--- config.mk ---
export PLATFORM = sky130hd
export DESIGN_NAME = serial_adder_4b
export DESIGN_NICKNAME = d
export VERILOG_FILES = /design/src/rtl/serial_adder_4b.sv
export SDC_FILE = /design/constraint.sdc
export NUM_CORES = 1
export LEC_CHECK = 0
export CORE_AREA = 5 5 42 44
export DETAILED_ROUTE_END_ITERATION = 12
export DIE_AREA = 0 0 47 49
export GPL_TIMING_DRIVEN = 0
export PLACE_DENSITY = 0.66
export SYNTH_ARGS = -nofsm -noshare
export SYNTH_HDL_FRONTEND = slang
export SYNTH_SLANG_ARGS = --single-unit
--- constraint.sdc ---
create_clock -name clk -period 1.44 [get_ports clk]
set_input_delay 0.144 -clock clk [delete_from_list [all_inputs] [get_ports clk]]
set_output_delay 0.144 -clock clk [all_outputs]
set_load 0.01 [all_outputs]
--- src/rtl/serial_adder_4b.sv ---
// serial_adder_4b: bit-serial unsigned adder.
// Operands arrive LSB first, one bit per clock on a/b. Each edge produces one
// registered sum bit on out. At the end of every WIDTH-bit word the assembled
// parallel sum, the carry-out and a one-cycle done strobe are also registered.
//
// Framing: there is no valid/ready handshake. Every rising edge with rst low
// consumes one bit pair, and words are delimited purely by the internal bit
// counter. The carry is forced to 0 on the LSB of each word, so words never chain.
module serial_adder_4b #(
    parameter int WIDTH = 4
) (
    input  logic             clk,
    input  logic             rst,
    input  logic             a,
    input  logic             b,
    output logic             out,
    output logic             cout,
    output logic             done,
    output logic [WIDTH-1:0] sum
);

    localparam int CW = $clog2(WIDTH);

    // Internal state: running carry, bit index within the word, sum shift register
    logic             c;
    logic [CW-1:0]    cnt;
    logic [WIDTH-1:0] acc;

    // Combinational full-adder slice and next-state values
    logic             c_eff;
    logic             s;
    logic             c_next;
    logic             last;
    logic [WIDTH-1:0] acc_next;

    // Full-adder slice with the carry cleared at each word boundary
    always_comb begin
        c_eff    = (cnt == '0) ? 1'b0 : c;
        s        = a ^ b ^ c_eff;
        c_next   = (a & b) | (a & c_eff) | (b & c_eff);
        last     = (cnt == CW'(WIDTH - 1));
        acc_next = {s, acc[WIDTH-1:1]};
    end

    // Bit-serial datapath and end-of-word capture
    always_ff @(posedge clk or posedge rst) begin
        if (rst) begin
            c    <= 1'b0;
            cnt  <= '0;
            acc  <= '0;
            out  <= 1'b0;
            cout <= 1'b0;
            done <= 1'b0;
            sum  <= '0;
        end else begin
            out <= s;
            c   <= c_next;
            acc <= acc_next;
            if (last) begin
                cnt  <= '0;
                done <= 1'b1;
                cout <= c_next;
                sum  <= acc_next;
            end else begin
                cnt  <= cnt + CW'(1);
                done <= 1'b0;
            end
        end
    end

endmodule

==> flow_summary_export.csv, run 1 <==
group,metric,value,unit
outcome,status,"complete, but fails checks",
outcome,violations,"negative setup slack",
clock_tree,numCtsBuffers,3,
setup_path,cp-startpoint,"cnt[0]$_DFF_PP0_",
setup_path,crit_arrival,1720,ps
synthesis,ys_types,9,
synthesis,syn_inst,31,
cells_and_area,layout.nets,55,
route,routed_via_density,4.06,
clock_tree,htree_levels,1,
synthesis,ys_seq_area_frac,0.650,
cells_and_area,fillCellCount,133,
cells_and_area,multi_input_area,144,um2
placement,gp_congestion,0.621,
floorplanning,ioPinCount,11,
sta,fin_skew,0.557,ps
route,ant_nets,0,
setup_path,rr_worst_depth,6,
setup_path,cp_data_required_time,1600,ps
clock_tree,clk_pin_slew,70,ps
sta,drv_slew,0,
cells_and_area,antenna_cells,0,
cells_and_area,area_growth,41.5,%
setup_path,path_max_fanout,2,
power_and_ir_drop,p_seq_frac,0.512,
global_routing,grt_antenna_before_repair,0,
power_and_ir_drop,p_switching,0.000164,W
sta,grt_setup_unrepaired,"yes",
power_and_ir_drop,p_int,0.000599,W
floorplanning,num_rows,14,
sta,period_needed,1560,ps
sta,max_freq,640,MHz
synthesis,netlist_area,462,um2
clock_tree,cts_hold_buf,0,
cells_and_area,seq_area,300,um2
global_routing,gr-total-overflow,0,
clock_tree,clk_latency,270,ps
synthesis,synth.most_common_cell,"dfrtp_1",
clock_tree,cts_tree,"yes",
power_and_ir_drop,power.density,1170,mW/mm2
synthesis,yosysWarnings,0,
setup_path,worstSetupPathType,"reg -> reg",
sta,hold_viol_final,0,
placement,hpwl,509,um
route,drc,0,
setup_path,start_kind,"flop",
clock_tree,cts_root_buf,"clkbuf_4",
route,via_count,256,
route,wl_per_cell,11.3,um
route,drtPass1Iterations,2,
worst_hold_path,hp-class,"in -> async",
synthesis,synth-seq-cells,12,
sta,setup_viol,1,
setup_path,rr_startpoint,"cnt[0]$_DFF_PP0_",
placement,place_inst,57,
sta,tns,-122,ps
clock_tree,clock_path_buffers,2,
route,drt_wl_total,709,um
synthesis,synth_ff_type,"dfrtp_1",
sta,worst_pin_slew,433,ps
placement,place_area,592,um2
synthesis,synthTopCellsByArea,"dfrtp_1, mux2_4, inv_1",
floorplanning,die_height,49,um
synthesis,synth_enable_flop_cells,0,
setup_path,r2r_end,"sum[3]$_DFFE_PP0P_",
global_routing,grt_max_degree,13,
global_routing,grt_util_all_layers,0.0736,
placement,port_buffers,10,
cells_and_area,final_area,653,um2
synthesis,avgSynthCellArea,14.9,um2
sta,layout_setup_ws,-122,ps
flow_run,drv_cap,0,
synthesis,synth_top_cell_area_share,0.650,
floorplanning,dieArea,0.00230,mm2
synthesis,synth_nets,38,
synthesis,synth-async-reset-ratio,1.00,
cells_and_area,drive_gt1_frac,0.319,
synthesis,ys_top_cells_by_count,"dfrtp_1, inv_1, mux2_4",
setup_path,cp-end-kind,"flop",
power_and_ir_drop,p_sw_frac,0.215,
power_and_ir_drop,leakage,0.313,nW
power_and_ir_drop,p_clk_frac,0.340,
cells_and_area,fin_cells,63,
synthesis,post-synth-top-area-cell,"dfrtp_1",
sta,period_share,1.08,
floorplanning,start_util,0.329,
setup_path,reg2reg_slack,-120,ps
sta,max_slew_margin,0.711,
global_routing,grt_pass1_wl,1180,um
route,drt_iter0_drc,2,
power_and_ir_drop,comb_power_share,0.148,
floorplanning,core,0.00140,mm2
floorplanning,fp.dieW,47,um
clock_tree,clock-sinks,12,
global_routing,grt_pass1_vias,259,
power_and_ir_drop,vdd_drop_max,0.562,mV
## flip-flops by register name (all words and copies together), names as in the netlist
register	cells
cout	1
acc	3
c	1
done	1
cnt	2
sum	4
## worst max-delay path, cell delays in order, from the launching register on
cell	delay, ps
dfrtp_1	360
inv_2	50
ha_4	140
nand2b_4	130
fa_1	470
inv_1	50
mux2_4	240
## logic make-up after synthesis
family,after synthesis,synth area share
adders and majority gates,3,0.0976
DFF,12,0.650
muxes,4,0.130
buffers and inverters,8,0.0813
and+or+nand+nor,3,0.0298
AOI/OAI and AO/OA,1,0.0108
## power by group through the flow
| stage | clock, W | sequential, W | combinational, W |
|---|---|---|---|
| 4_1_cts | 0.000276 | 0.000391 | 0.000116 |
| 3_3_place_gp | 0 | 0.000396 | 0.000112 |
| 5_1_grt | 0.000291 | 0.000395 | 0.000123 |
| 2_1_floorplan | 0 | 0.000405 | 0.0000422 |
| 3_5_place_dp | 0 | 0.000397 | 0.000116 |
| 6_report | 0.000259 | 0.000390 | 0.000113 |
## layout by cell type (no fill, tap or decap)
cell type         n
a21oi_1           1
buf_4             2
buf_6             1
clkbuf_4          3
clkbuf_8          1
clkdlybuf4s50_1  10
dfrtp_1          12
fa_1              1
ha_1              1
ha_4              1
inv_1             5
inv_2             2
mux2_4            4
nand2b_4          1
nor2_1            2
## repair_timing
action / 4_1_cts / 5_1_grt
gates resized for setup: 0 / 3
pin swaps: 2 / 0
endpoints found under the setup margin: 1 / 1
cloned: 0 / 0
buffers inserted: 1 / 1
## worst max-delay path by stage
| stage | endpoint | slack (ps) |
|---|---|---|
| final | sum[3]$_DFFE_PP0P_ | -120 |
| after global routing | sum[3]$_DFFE_PP0P_ | -180 |
| after CTS | sum[3]$_DFFE_PP0P_ | -120 |
| after detailed placement | sum[3]$_DFFE_PP0P_ | -180 |
| after global placement | sum[3]$_DFFE_PP0P_ | -160 |
| after floorplan | sum[3]$_DFFE_PP0P_ | -120 |
## final cells by class
class,instances,area share
sequential,12,0.460
multi-input combinational,11,0.220
timing repair buffer,12,0.176
clock buffer,4,0.0556
inverter,7,0.0402
tap,16,0.0307
buffer,1,0.0172
## stage by stage
step                worst slack, ps  hold slack, ps   util  total power [W]
floorplan                      -122            8.70      -         0.000448
global placement               -155             366  0.422         0.000509
detailed placement             -175             368  0.422         0.000512
CTS                            -125             186  0.454         0.000783
global route                   -176             205  0.466         0.000809
finish                         -122             172  0.466         0.000762
## layer usage
layer  GRT usage  wire length, um
met5           0                0
met4      0.0138                0
met3      0.0554               77
met2       0.104              329
met1      0.0897              302
Power figures use the tool's default switching activity.
==> run 2, diff against run 1 <==
GPL_TIMING_DRIVEN = default   (was 0)
==> run 2 against run 1 <==
Effect of this change: the flow still finishes with violations (negative setup slack); sequential share of layout area grew 1.8 points; via count grew 2.0%; critical path depth is the same; power shrank 8.5%; global-route usage grew 0.45 points; maximum frequency is essentially flat; cell count shrank 1.6%; flip-flop and latch count is the same; hold slack gained 11 ps; non-clock buffer count is the same; largest cell class unchanged.
==> flow_summary_export.csv, run 2 (synthesized netlist as in run 1, its figures left out) <==
group,metric,value,unit
power_and_ir_drop,p_clk_frac,0.277,
setup_path,cp_num_buf_inv,2,
clock_tree,cts_tree,"yes",
setup_path,start_kind,"flop",
setup_path,worstPathCellList,"inv_1 -> ha_2 -> nand2b_4 -> fa_1 -> inv_2 -> mux2_4",
sta,worst_pin_slew,430,ps
route,drtPass1Iterations,2,
placement,port_buffers,10,
sta,layout_setup_ws,-121,ps
power_and_ir_drop,comb_power_share,0.164,
outcome,status,"complete, but fails checks",
power_and_ir_drop,p_int,0.000542,W
cells_and_area,layout.nets,55,
route,drt_iter0_drc,1,
sta,period_needed,1560,ps
power_and_ir_drop,vdd_drop_max,0.732,mV
setup_path,crit_arrival,1710,ps
sta,max_slew_margin,0.713,
cells_and_area,top_register,"sum",
route,drt_wl_total,723,um
cells_and_area,drive_gt1_frac,0.304,
floorplanning,dieArea,0.00230,mm2
cells_and_area,largest_register_ffs,4,
setup_path,cp-end-kind,"flop",
clock_tree,clk_pin_slew,70,ps
clock_tree,htree_levels,1,
placement,gp_congestion,0.608,
clock_tree,clk_latency,260,ps
route,routed_via_density,4.21,
cells_and_area,multi_input_area,136,um2
floorplanning,fp.dieW,47,um
setup_path,cpPeakStageDelay,490,ps
power_and_ir_drop,p_switching,0.000155,W
cells_and_area,area_growth,36.0,%
route,wl_per_cell,11.7,um
clock_tree,cts_hold_buf,0,
global_routing,grt_pass1_vias,290,
placement,hpwl,548,um
global_routing,grt_pass1_wl,1290,um
placement,place_inst,58,
floorplanning,die_height,49,um
outcome,violations,"negative setup slack",
power_and_ir_drop,p_seq_frac,0.559,
sta,grt_setup_unrepaired,"yes",
cells_and_area,fillCellCount,143,
sta,period_share,1.08,
floorplanning,start_util,0.329,
clock_tree,clock_path_buffers,2,
cells_and_area,mostFrequentLayoutCells,"dfrtp_1, clkdlybuf4s50_1, inv_1, mux2_4",
setup_path,slowest_stage,"fa_1",
power_and_ir_drop,p_sw_frac,0.223,
cells_and_area,top_regs,"sum (4), acc (3), cnt (2)",
power_and_ir_drop,power.density,1110,mW/mm2
setup_path,cp_data_required_time,1590,ps
power_and_ir_drop,leakage,0.303,nW
setup_path,path_max_fanout,2,
global_routing,grt_antenna_before_repair,0,
cells_and_area,seq_area,300,um2
cells_and_area,mostFrequentLayoutCell,"dfrtp_1",
clock_tree,numCtsBuffers,3,
global_routing,grt_util_all_layers,0.0780,
power_and_ir_drop,power,0.000698,W
global_routing,grt_max_degree,13,
global_routing,gr-total-overflow,0,
sta,hold_viol_final,0,
cells_and_area,fin_cells,62,
worst_hold_path,hp-class,"in -> async",
route,drc,0,
floorplanning,num_rows,14,
clock_tree,clock-sinks,12,
route,via_count,261,
sta,fin_skew,2.63,ps
route,ant_nets,0,
sta,drv_slew,0,
setup_path,cp_top_family,"adder cells",
floorplanning,core,0.00140,mm2
floorplanning,ioPinCount,11,
flow_run,drv_cap,0,
cells_and_area,fin_util,0.448,
cells_and_area,antenna_cells,0,
sta,max_freq,641,MHz
setup_path,worstSetupPathType,"reg -> reg",
clock_tree,cts_root_buf,"clkbuf_4",
sta,setup_viol,1,
-- run 2: cell types whose count changed in the layout (fill, tap and decap cells not counted), sizes merged --
cell	previous run	this run
clkbuf	4	3
-- run 2: through the flow --
step / instance area, um2 / worst slack (ps) / hold WS (ps) / TNS (ps)
after floorplan: 472 / -122 / 8.70 / -122
after global placement: 596 / -141 / 367 / -141
after detailed placement: 596 / -156 / 369 / -156
after CTS: 626 / -123 / 202 / -123
after global routing: 628 / -189 / 244 / -189
final: 628 / -121 / 184 / -121
-- run 2: what timing repair did --
action | 4_1_cts | 5_1_grt
pin swaps | 2 | 0
endpoints found under the setup margin | 1 | 4
resized for setup | 0 | 2
buffers inserted | 1 | 0
-- run 2: layout make-up --
| class | instances | share of cell area |
|---|---|---|
| clock buffers | 3 | 0.0359 |
| multi-input cells | 11 | 0.217 |
| inverters | 7 | 0.0418 |
| repair buffers | 13 | 0.195 |
| well taps | 16 | 0.0319 |
| flip-flops and latches | 12 | 0.478 |
-- run 2: power by group through the flow --
stage          logic [W]  clock network (W)  registers [W]
2_1_floorplan  0.0000422                  0       0.000405
3_3_place_gp    0.000112                  0       0.000397
3_5_place_dp    0.000116                  0       0.000397
4_1_cts         0.000116           0.000203       0.000391
5_1_grt         0.000126           0.000218       0.000395
6_report        0.000114           0.000193       0.000390
-- run 2: final timing paths --
path	start	end	slack [ps]	depth (start not counted)
max	cnt[0]$_DFF_PP0_	sum[3]$_DFFE_PP0P_	-120	6
min in group clk	acc[2]$_DFF_PP0_	acc[1]$_DFF_PP0_	380	0
max in group asynchronous	rst	sum[0]$_DFFE_PP0P_	960	2
max reg2reg	cnt[0]$_DFF_PP0_	sum[3]$_DFFE_PP0P_	-120	6
min	rst	sum[1]$_DFFE_PP0P_	180	2
min reg2reg	acc[2]$_DFF_PP0_	acc[1]$_DFF_PP0_	380	0
-- run 2: routing by layer --
layer | routed length (um) | GRT usage | vias up
li1 | - | - | 124
met1 | 354 | 0.109 | 128
met2 | 318 | 0.111 | 9
met3 | 50 | 0.0258 | 0
met4 | 0 | 0.0276 | 0
met5 | 0 | 0 | -
